**src/rtl/jogo_cl_multijogador.sv**
```systemverilog
// jogo_cl_multijogador: turn-based multiplayer chess-square game core.
// The FSM shows a square drawn from an 8-bit LFSR. The active player names it
// before their turn timer expires. A hit scores one BCD point and draws a new
// square. A miss costs PENALIDADE seconds and keeps the same square.
module jogo_cl_multijogador #(
    parameter int         NUM_JOGADORES  = 2,
    parameter int         TAM_TABULEIRO  = 8,
    parameter int         TEMPO_INICIAL  = 30,
    parameter int         CICLOS_POR_SEG = 1000,
    parameter int         PENALIDADE     = 3,
    parameter logic [7:0] SEMENTE        = 8'hA5
) (
    input  logic                         clock,
    input  logic                         reset,
    input  logic                         iniciar,
    input  logic                         terminar,
    input  logic                         temJogada,
    input  logic [3:0]                   jogadaFileira,
    input  logic [3:0]                   jogadaColuna,
    output logic [3:0]                   linhaEsperada,
    output logic [3:0]                   colunaEsperada,
    output logic [1:0]                   jogadorAtual,
    output logic [8*NUM_JOGADORES-1:0]   pontos,
    output logic [7:0]                   tempoRestante,
    output logic                         acertou,
    output logic                         errou,
    output logic                         fimJogo,
    output logic [3:0]                   db_estado
);
    localparam int                 PRESC_W   = $clog2(CICLOS_POR_SEG);
    localparam logic [PRESC_W-1:0] PRESC_MAX = PRESC_W'(CICLOS_POR_SEG - 1);
    localparam logic [7:0]         TEMPO_INI = 8'(TEMPO_INICIAL);
    localparam logic [7:0]         PENAL     = 8'(PENALIDADE);
    localparam logic [1:0]         ULTIMO    = 2'(NUM_JOGADORES - 1);
    localparam logic [4:0]         TAM5      = 5'(TAM_TABULEIRO);

    typedef enum logic [3:0] {
        INICIAL = 4'd0,
        PREPARA = 4'd1,
        GERA    = 4'd2,
        ESPERA  = 4'd3,
        COMPARA = 4'd4,
        ACERTO  = 4'd5,
        ERRO    = 4'd6,
        PROX    = 4'd7,
        FIM     = 4'd15
    } estado_t;

    estado_t            estado;
    logic [7:0]         lfsr;
    logic               temJogadaAnt;
    logic [3:0]         fileiraLida;
    logic [3:0]         colunaLida;
    logic [PRESC_W-1:0] prescaler;
    logic [7:0]         placar [NUM_JOGADORES];

    logic [3:0]         novaLinha;
    logic [3:0]         colunaBase;
    logic [3:0]         novaColuna;
    logic               borda;
    logic               realimentacao;
    logic               acerto;

    // Reduce a value onto the board (0..TAM-1).
    function automatic logic [3:0] modTab(input logic [4:0] v);
        return 4'(int'(v) % TAM_TABULEIRO);
    endfunction

    // BCD increment that stops at 99.
    function automatic logic [7:0] incBcdSat(input logic [7:0] v);
        if (v == 8'h99)
            return v;
        if (v[3:0] == 4'd9)
            return {v[7:4] + 4'd1, 4'd0};
        return {v[7:4], v[3:0] + 4'd1};
    endfunction

    // Subtraction clamped at zero.
    function automatic logic [7:0] subSat(input logic [7:0] v, input logic [7:0] d);
        return (v > d) ? v - d : 8'd0;
    endfunction

    assign borda         = temJogada & ~temJogadaAnt;
    assign realimentacao = lfsr[7] ^ lfsr[5] ^ lfsr[4] ^ lfsr[3];
    assign db_estado     = estado;

    for (genvar p = 0; p < NUM_JOGADORES; p++) begin : gPontos
        assign pontos[8*p +: 8] = placar[p];
    end

    // Next target from the LFSR, nudged one column if it would repeat the current one.
    always_comb begin
        novaLinha  = modTab({1'b0, lfsr[3:0]});
        colunaBase = modTab({1'b0, lfsr[7:4]});
        novaColuna = colunaBase;
        if (novaLinha == linhaEsperada && colunaBase == colunaEsperada)
            novaColuna = modTab({1'b0, colunaBase} + 5'd1);
    end

    // A move hits only on an on-board exact match with the shown square.
    always_comb begin
        acerto = ({1'b0, fileiraLida} < TAM5) && ({1'b0, colunaLida} < TAM5)
              && (fileiraLida == linhaEsperada) && (colunaLida == colunaEsperada);
    end

    // Game FSM with its LFSR, move-edge register, timer and scoreboard.
    always_ff @(posedge clock) begin
        if (!reset) begin
            estado         <= INICIAL;
            lfsr           <= SEMENTE;
            temJogadaAnt   <= 1'b0;
            fileiraLida    <= 4'd0;
            colunaLida     <= 4'd0;
            prescaler      <= '0;
            linhaEsperada  <= 4'd0;
            colunaEsperada <= 4'd0;
            jogadorAtual   <= 2'd0;
            tempoRestante  <= 8'd0;
            acertou        <= 1'b0;
            errou          <= 1'b0;
            fimJogo        <= 1'b0;
            for (int p = 0; p < NUM_JOGADORES; p++)
                placar[p] <= 8'd0;
        end else begin
            lfsr         <= {lfsr[6:0], realimentacao};
            temJogadaAnt <= temJogada;
            acertou      <= 1'b0;
            errou        <= 1'b0;
            case (estado)
                INICIAL: begin
                    if (iniciar)
                        estado <= PREPARA;
                end
                PREPARA: begin
                    for (int p = 0; p < NUM_JOGADORES; p++)
                        placar[p] <= 8'd0;
                    jogadorAtual  <= 2'd0;
                    tempoRestante <= TEMPO_INI;
                    prescaler     <= '0;
                    estado        <= GERA;
                end
                GERA: begin
                    linhaEsperada  <= novaLinha;
                    colunaEsperada <= novaColuna;
                    estado         <= ESPERA;
                end
                ESPERA: begin
                    // The second counter runs only while the player is thinking.
                    if (prescaler == PRESC_MAX) begin
                        prescaler <= '0;
                        if (tempoRestante != 8'd0)
                            tempoRestante <= tempoRestante - 8'd1;
                    end else begin
                        prescaler <= prescaler + PRESC_W'(1);
                    end
                    if (terminar) begin
                        fimJogo <= 1'b1;
                        estado  <= FIM;
                    end else if (tempoRestante == 8'd0) begin
                        estado <= PROX;
                    end else if (borda) begin
                        fileiraLida <= jogadaFileira;
                        colunaLida  <= jogadaColuna;
                        estado      <= COMPARA;
                    end
                end
                COMPARA: begin
                    if (acerto) begin
                        acertou <= 1'b1;
                        estado  <= ACERTO;
                    end else begin
                        errou  <= 1'b1;
                        estado <= ERRO;
                    end
                end
                ACERTO: begin
                    for (int p = 0; p < NUM_JOGADORES; p++)
                        if (jogadorAtual == 2'(p))
                            placar[p] <= incBcdSat(placar[p]);
                    estado <= GERA;
                end
                ERRO: begin
                    tempoRestante <= subSat(tempoRestante, PENAL);
                    estado        <= ESPERA;
                end
                PROX: begin
                    if (jogadorAtual == ULTIMO) begin
                        fimJogo <= 1'b1;
                        estado  <= FIM;
                    end else begin
                        jogadorAtual  <= jogadorAtual + 2'd1;
                        tempoRestante <= TEMPO_INI;
                        prescaler     <= '0;
                        estado        <= GERA;
                    end
                end
                FIM: begin
                    if (iniciar) begin
                        fimJogo <= 1'b0;
                        estado  <= PREPARA;
                    end
                end
                default: estado <= INICIAL;
            endcase
        end
    end
endmodule
```
**config.mk**
```make
export PLATFORM = sky130hd
export DESIGN_NAME = jogo_cl_multijogador
export DESIGN_NICKNAME = d
export VERILOG_FILES = /design/src/rtl/jogo_cl_multijogador.sv
export SDC_FILE = /design/constraint.sdc
export NUM_CORES = 1
export LEC_CHECK = 0
export CORE_ASPECT_RATIO = 0.5
export CORE_MARGIN = 2
export CORE_UTILIZATION = 49
export DETAILED_ROUTE_END_ITERATION = 6
export HOLD_SLACK_MARGIN = 0.12
export PLACE_DENSITY_LB_ADDON = 0.08
export SLEW_MARGIN = 10
export SYNTH_ARGS = -nofsm -noshare
export SYNTH_HDL_FRONTEND = slang
export SYNTH_SLANG_ARGS = --single-unit
export TNS_END_PERCENT = 10
```
**constraint.sdc**
```tcl
create_clock -name clock -period 2 [get_ports clock]
set_clock_uncertainty 0.15 [all_clocks]
set_input_delay 0.2 -clock clock [delete_from_list [all_inputs] [get_ports clock]]
set_output_delay 0.2 -clock clock [all_outputs]
set_load 0.01 [all_outputs]
```
# ---- Word level (Yosys, flattened, before mapping)
# Memories as Yosys holds them, arrays and structs flattened.
# Index checks and enable logic that the tools add are counted.
dict set report op_classes {
  reduce_logical 22
  n_addsub 9
  mux 72
  order_cmp 3
  n_bitwise 11
  n_eq_ne 26
}
# operator count
set ops {}
lappend ops {{2-to-1 mux 8 bit} 22}
lappend ops {{2-to-1 mux 1 bit} 35}
lappend ops {{case mux 8 bit (4 select lines)} 1}
lappend ops {{case mux 10 bit (3 select lines)} 1}
lappend ops {{case mux 4 bit (6 select lines)} 1}
lappend ops {{2-to-1 mux 10 bit} 2}
lappend ops {{2-to-1 mux 4 bit} 5}
lappend ops {{adder 4 x 1 -> 4 bit, second input constant} 4}
lappend ops {{equality test 4 x 3 -> 1 bit, second input constant} 4}
lappend ops {{equality test 8 bit, second input constant} 2}
lappend ops {{equality test 4 bit, second input constant} 3}
lappend ops {{inequality test 2 bit, second input constant} 6}
lappend ops {{AND reduction 4 bit} 3}
lappend ops {{adder 10 x 1 -> 10 bit, second input constant} 1}
lappend ops {{equality test 10 bit, second input constant} 1}
lappend ops {{equality test 4 x 2 -> 1 bit, second input constant} 2}
lappend ops {{> comparator 8 x 2 -> 1 bit, second input constant} 1}
lappend ops {{logical NOT 8 bit} 1}
lappend ops {{less-than comparator 4 bit, second input constant} 2}
lappend ops {{AND reduction 2 bit} 4}
lappend ops {{nonzero test 8 bit} 1}
lappend ops {{subtractor 8 x 1 -> 8 bit, second input constant} 1}
lappend ops {{subtractor 8 x 2 -> 8 bit, second input constant} 1}
lappend ops {{nonzero test 3 bit} 2}
lappend ops {{24 further kinds} 37}
dict set report totals {
  mem_bits_rw 16
  n_memories 1
  reg_bits 51
  out_inout_bits 41
  in_bits 13
  wordCells 157
}
# memory words word_bits read_ports rd_ports_with_merged_regs wr line_no
set memory_table {}
lappend memory_table {placar 2 8 2 0 2 55} ;# logic [7:0] placar [NUM_JOGADORES];

# ---- Longest topological paths before layout
# Gate-level depths: netlist of the first run.
# An unclocked memory read counts as a cell.
dict set report logic_depth {
  depth_word 16
  mapped_depth 8
}

# ---- Least setup slack after synthesis of the first run
# Ideal clock, no wire load.
dict set report synth_timing {
  path_type {flip-flop to flip-flop}
  from {reg jogadorAtual[1]}
  to {reg tempoRestante[7]}
  path_buffers 1
  path_slack_ns -0.012
  path_stages_with_launch 9
  arrival_ns 1.742
  cell_sequence {dfxtp_1 inv_1 ha_1 nand2_1 a31oi_1 or2_0 buf_2 o31a_1 o31a_1}
}
dict set report synth_via {
  elab_chain_cells 3
}
# item line_no
set synth_lines {}
lappend synth_lines {{start, declared} 22} ;# output logic [1:0] jogadorAtual,
lappend synth_lines {{start signal, assigned} 191} ;# jogadorAtual <= jogadorAtual + 2'd1;
lappend synth_lines {{equality test 2 x 1 -> 1 bit} 187} ;# if (jogadorAtual == ULTIMO) begin
lappend synth_lines {{inequality test 2 bit (no source line)} n/a}
lappend synth_lines {{AND reduction 4 bit (no source line)} n/a}
lappend synth_lines {{end signal, assigned} 152} ;# tempoRestante <= tempoRestante - 8'd1;
lappend synth_lines {{end signal, assigned} 183} ;# tempoRestante <= subSat(tempoRestante, PENAL);
lappend synth_lines {{end, declared} 24} ;# output logic [7:0] tempoRestante,
# Every way passes these cells.
# A chain may end at the register's enable or synchronous reset.

# ---- Worst setup path after layout of the first run
dict set report layout_timing {
  from {reg tempoRestante[2]}
  to {reg tempoRestante[7]}
}
dict set report layout_via {
  elab_chain_cells 4
}
# item line_no
set layout_lines {}
lappend layout_lines {{subtractor 8 x 1 -> 8 bit} 152}
lappend layout_lines {{2-to-1 mux 8 bit} 151} ;# if (tempoRestante != 8'd0)
lappend layout_lines {{2-to-1 mux 8 bit} 149} ;# if (prescaler == PRESC_MAX) begin
lappend layout_lines {{case mux 8 bit (4 select lines)} 129} ;# case (estado)
# Parallel ways exist; a longest one is shown, timed or not. The select of a mux whose other input is x is not followed.

==> flow_metrics.py, run 1 <==
metrics = {
    "outcome": {
        "status": "finished, final reports clean",
    },
    "clock_tree": {
        "clock_latency_ps": 340,
        "cts_buffers": 9,
        "clockRootBuffer": "clkbuf_16",
        "cts_tree": "built",
        "hold_buffers": 0,
        "cts.clk_slew.worst_paths_ps": 60,
        "cts_buffer_depth": 2,
        "cts_sinks": 66,
        "htree_levels": 3,
    },
    "floorplan": {
        "die_x_um": 125,
        "io_pins": 54,
        "core_um2": 7210,
        "fp.dieArea_um2": 8100,
        "die_y_um": 64.6,
        "start_util_pct": 50.0,
        "rows": 22,
    },
    "place": {
        "port_buffers": 51,
        "placed_cell_area_um2": 4400,
        "place.gp.congestion": 0.931,
        "place_hpwl_um": 6170,
        "place_inst": 554,
    },
    "synthesis": {
        "syn_area_um2": 3600,
        "async_flop_share_pct": 0,
        "yosysSeqAreaShare_pct": 41.1,
        "synth-edff-count": 16,
        "netlist_instances": 386,
        "avgSynthCellArea_um2": 9.34,
        "synth_cell_type_count": 67,
        "ys_ff_latch": 66,
        "yosysWarnings": 0,
        "synthFlopType": "dfxtp_1",
    },
    "detailed_routing": {
        "ant_nets": 0,
        "viasPerCell": 5.44,
        "num_vias": 3125,
        "wire_per_inst_um": 14.8,
        "first_pass_iters": 4,
        "initialDrtViolationCount": 125,
        "drt-total-wl_um": 8500,
        "drc_errors": 0,
    },
    "sta": {
        "min_period_ps": 1960,
        "timing.hold.ws_ps": 332,
        "setup_viol": 0,
        "rsz0062_at_grt": "yes",
        "fmax_mhz": 510,
        "maxSlewViolCount": 0,
        "hold_violations": 0,
        "period_share_pct": 98.0,
    },
    "cells_and_area": {
        "areaGrowthSynthToFinish_pct": 33.5,
        "stdcell_count": 574,
        "stdcell_area_um2": 4810,
        "n_fill_cell": 601,
        "final_layout_size_suffix_gt1_share_pct": 17.8,
        "fin_util_pct": 66.7,
        "diodes": 0,
        "nNetsFinal": 501,
    },
    "critical_path": {
        "slowest_stage": "or4_4",
        "arrival_ps": 2040,
        "worstSetupPathType": "reg2reg",
        "worstPathRequired_ps": 2080,
        "end_kind": "flip-flop",
        "slowest_delay_ps": 600,
        "crit_chain": "or4_4, nor2_4, a21oi_2, o31a_1, o31a_1",
        "worst-path-max-fanout": 6,
        "path_common_cell": "o31a_1",
        "start_kind": "flip-flop",
    },
    "global_route": {
        "grt_pass1_vias": 3061,
        "grt_first_pass_wirelength_um": 14300,
        "track_usage_pct": 22.3,
        "grt_overflow": 0,
        "antenna_found_initial": 0,
        "grt_max_degree": 29,
    },
    "worst_hold_path": {
        "worstHoldPathType": "in2reg",
    },
    "pwr": {
        "p_per_area_nw_per_um2": 1120,
        "ir_drop_mv": 0.469,
        "leakage_nw": 1.81,
    },
    "flow_run": {
        "cap_violations": 0,
    },
}
## flip-flops by register name (all words and copies together) (netlist names), 4 cells and up
signal / flops
placar: 16
prescaler: 10
lfsr: 8
tempoRestante: 8
colunaLida: 4
db_estado: 4
fileiraLida: 4
## where the power goes
group / leakage (nW) / total [mW] / switching (mW) / internal (mW)
clock network: 0.161 / 1.68 / 0.604 / 1.08
logic: 1.07 / 1.92 / 0.970 / 0.951
registers: 0.579 / 1.79 / 0.225 / 1.56
total: 1.81 / 5.39 / 1.80 / 3.59
## cell families after synthesis
kind of cell / Yosys count / synth area share (%)
compound gates: 71 / 13.4
xor+xnor: 36 / 8.75
fa+ha+maj: 16 / 5.49
buf+inv: 34 / 4.93
flops: 66 / 41.1
mux: 13 / 3.61
other cells: 1 / 0.104
simple gates: 149 / 22.6
## placed cells by master (no fill, tap or decap), drive strengths merged, types with 4 or more instances in the layout
master,count
a21oi,19
a31o,4
a31oi,6
and2,8
buf,41
clkbuf,11
clkdlybuf4s50,51
dfxtp,50
edfxtp,16
ha,15
inv,18
mux2i,13
nand2,24
nand2b,9
nand3,12
nand4,7
nor2,56
nor3,9
nor4,5
o21ai,15
o31a,5
xnor2,22
xor2,14
## cell type report
type	count	area [um^2]	area share, %
repair buffers	92	818	17.0
clock buffers	11	264	5.49
multi-input cells	287	2000	41.6
well taps	96	120	2.50
clock inverters	5	58.8	1.22
flip-flops and latches	66	1480	30.9
inverters	17	63.8	1.33
## routing by layer
| metal | up-vias | part of all wire [%] | GRT usage [%] |
|---|---|---|---|
| li1 | 1541 | - | - |
| met1 | 1484 | 46 | 27.4 |
| met2 | 81 | 47 | 37.5 |
| met3 | 19 | 5.5 | 6.94 |
| met4 | 0 | 1.5 | 8.47 |
| met5 | - | 0 | 0 |
## path summary, 6_finish.rpt
kind	startpoint	endpoint	slack, ps	depth (start not counted)
worst min register to register	lfsr[3]$_SDFF_PN0_	lfsr[4]$_SDFF_PN0_	350	1
worst min-delay path	jogadaColuna[2]	colunaLida[2]$_SDFFE_PN0P_	330	3
worst max register to register	tempoRestante[2]$_SDFFE_PN0P_	tempoRestante[7]$_SDFFE_PN0P_	40	5
worst max-delay path	tempoRestante[2]$_SDFFE_PN0P_	tempoRestante[7]$_SDFFE_PN0P_	40	5
## worst max-delay path, delay by kind of cell, from the launching register on
| family | cells | cell delay [ps] |
|---|---|---|
| and+or+nand+nor | 2 | 740 |
| DFF | 1 | 370 |
| AOI/OAI and AO/OA | 3 | 590 |
## timing repair
action	in CTS	in global routing
buffers inserted	2	2
pin swaps	1	5
resized for setup	2	13
setup endpoints to repair	4	30
## cell usage after synthesis, drive strengths merged (3+ instances only)
| cell | n | area (um^2) |
|---|---|---|
| nor3 | 9 | 61.3 |
| o21ai | 15 | 75.1 |
| inv | 17 | 63.8 |
| o211ai | 3 | 22.5 |
| xnor2 | 22 | 193 |
| a211oi | 3 | 22.5 |
| o22ai | 3 | 18.8 |
| and2 | 8 | 50.1 |
| nand3 | 12 | 65.1 |
| xor2 | 14 | 123 |
| nor4 | 5 | 58.8 |
| mux2i | 13 | 130 |
| clkbuf | 9 | 47.6 |
| nand2b | 9 | 56.3 |
| ha | 15 | 188 |
| o31a | 5 | 43.8 |
| buf | 8 | 66.3 |
| edfxtp | 16 | 480 |
| a21oi | 19 | 106 |
| dfxtp | 50 | 1000 |
| a31o | 4 | 35.0 |
| nor2 | 56 | 218 |
| nand2 | 24 | 90.1 |
| nand4 | 7 | 43.8 |
| a31oi | 6 | 37.5 |
## through the flow
step | setup slack (ps) | power (mW) | setup TNS (ps)
after floorplan | 37.1 | 2.87 | 0
after global placement | 51.9 | 3.59 | 0
after detailed placement | -24.6 | 3.64 | -28.9
after CTS | 34.3 | 5.35 | 0
after global routing | -24.5 | 5.68 | -110
final | 39.0 | 5.39 | 0
No activity file was read; power rests on OpenSTA's default activity.
==> run 2: changes to the inputs <==
CELL_PAD_IN_SITES_DETAIL_PLACEMENT = 1   (was not set)
CELL_PAD_IN_SITES_GLOBAL_PLACEMENT = 1   (was not set)
CORE_MARGIN = not set   (was 2)
CORE_UTILIZATION = 44   (was 49)
DONT_BUFFER_PORTS = 1   (was not set)
==> flow_metrics.py, run 2 (same netlist as run 1, synthesis figures left out) <==
metrics = {
    "global_route": {
        "grt_first_pass_wirelength_um": 16500,
        "grt_overflow": 0,
        "track_usage_pct": 25.8,
        "grt_max_degree": 30,
        "grt_pass1_vias": 3374,
        "antenna_found_initial": 0,
    },
    "cells_and_area": {
        "top_regs": "placar (16), prescaler (10)",
        "final_layout_size_suffix_gt1_share_pct": 24.4,
        "seq_area_um2": 1490,
        "final_common_cell": "buf_4",
        "diodes": 0,
        "n_fill_cell": 867,
        "layout_common_cells": "62 x buf_4, 53 x nor2_1, 44 x dfxtp_1, 23 x dlygate4sd3_1, 22 x xnor2_1",
        "stdcell_area_um2": 4740,
        "areaGrowthSynthToFinish_pct": 31.6,
        "nNetsFinal": 494,
        "regMostFlops": "placar",
        "multi_input_area_um2": 2030,
        "largest_reg_flops": 16,
    },
    "clock_tree": {
        "clockRootBuffer": "clkbuf_16",
        "cts_tree": "built",
        "htree_levels": 3,
        "cts_sinks": 66,
        "clock_latency_ps": 330,
        "cts_buffers": 9,
        "cts_buffer_depth": 2,
        "cts.clk_slew.worst_paths_ps": 50,
    },
    "critical_path": {
        "worstPathRequired_ps": 1950,
        "crit_family": "compound AO/OA/AOI/OAI gates",
        "crit_chain": "inv_2, ha_4, nand3b_1, o31a_1, o211ai_1, nand2_1, and2_4",
        "slowest_stage": "edfxtp_1",
        "cp.buffers_inverters": 1,
        "start_kind": "flip-flop",
        "arrival_ps": 1940,
        "slowest_delay_ps": 430,
        "reg2reg_setup_slack_ps": 5,
        "worst-path-max-fanout": 4,
        "end_kind": "flip-flop",
        "worstSetupPathType": "reg2reg",
    },
    "sta": {
        "period_share_pct": 99.7,
        "rsz0062_at_grt": "yes",
        "hold_violations": 0,
        "min_period_ps": 1990,
        "slew-limit-headroom_pct": 49.1,
        "fmax_mhz": 501,
        "setup_slack_ps": 5.14,
        "worst_slew_pin_slew_ps": 760,
        "timing.hold.ws_ps": 151,
        "maxSlewViolCount": 0,
        "setup_viol": 0,
        "tns_ps": 0,
    },
    "floorplan": {
        "rows": 22,
        "io_pins": 54,
        "start_util_pct": 47.3,
        "die_x_um": 130,
        "fp.dieArea_um2": 8580,
        "core_um2": 7620,
        "die_y_um": 66.0,
    },
    "detailed_routing": {
        "drt-total-wl_um": 10600,
        "drc_errors": 0,
        "wire_per_inst_um": 18.2,
        "first_pass_iters": 4,
        "initialDrtViolationCount": 69,
        "num_vias": 3177,
        "ant_nets": 0,
        "viasPerCell": 5.49,
    },
    "worst_hold_path": {
        "worstHoldPathType": "in2reg",
    },
    "place": {
        "place.gp.congestion": 0.835,
        "post-place-ws_ps": -49.6,
        "port_buffers": 0,
        "placed_cell_area_um2": 4070,
        "place_hpwl_um": 7380,
    },
    "outcome": {
        "status": "finished, final reports clean",
    },
    "pwr": {
        "p_per_area_nw_per_um2": 1140,
        "ir_drop_mv": 0.584,
        "p_total_mw": 5.39,
        "leakage_nw": 1.85,
    },
    "flow_run": {
        "cap_violations": 0,
    },
}
run 2: area by class of cell:
cell class | count | share of cell area [%]
inverters | 17 | 1.35
clock inverters | 4 | 1.16
clock buffers | 12 | 5.88
flip-flops and latches | 66 | 31.4
multi-input cells | 287 | 42.7
repair buffers | 85 | 14.7
well taps | 108 | 2.85
run 2: path summary, 6_finish.rpt:
| path | to | startpoint | depth (start not counted) |
|---|---|---|---|
| worst min register to register | colunaLida[3]$_SDFFE_PN0P_ | colunaLida[3]$_SDFFE_PN0P_ | 2 |
| worst max-delay path | placar[0][13]$_SDFFCE_PP0P_ | placar[0][9]$_SDFFCE_PP0P_ | 7 |
| worst min-delay path | db_estado[0]$_SDFFE_PN0P_ | iniciar | 3 |
| worst max register to register | placar[0][13]$_SDFFCE_PP0P_ | placar[0][9]$_SDFFCE_PP0P_ | 7 |
run 2: per-stage QoR:
step | util (%) | instances
2_1_floorplan | - | 387
3_3_place_gp | 53.3 | 536
6_report | 62.2 | 579
5_1_grt | 62.2 | 579
3_5_place_dp | 53.3 | 536
4_1_cts | 60.8 | 574
run 2: worst min-delay path, stage by stage:
cell     delay, ps
a21oi_1         40
a41oi_2        250
a31oi_1        100
run 2: power by group:
part           switching [mW]  internal [mW]  total [mW]
registers               0.218           1.57        1.78
clock network           0.600           1.12        1.72
logic                    1.05          0.834        1.88
run 2: timing repair:
action	in CTS	in global routing
gates resized for setup	4	22
buffers inserted	0	4
endpoints found under the setup margin	9	36
hold buffers	22	1
hold endpoints to repair	54	37
pin swaps	0	9
run 2: metal layers:
layer	global-route usage (%)	vias to the layer above	routed length, um
met4	8.72	0	144
li1	-	1517	-
met5	0	-	0
met3	6.39	16	535
met1	29.4	1565	4600
met2	47.4	79	5290
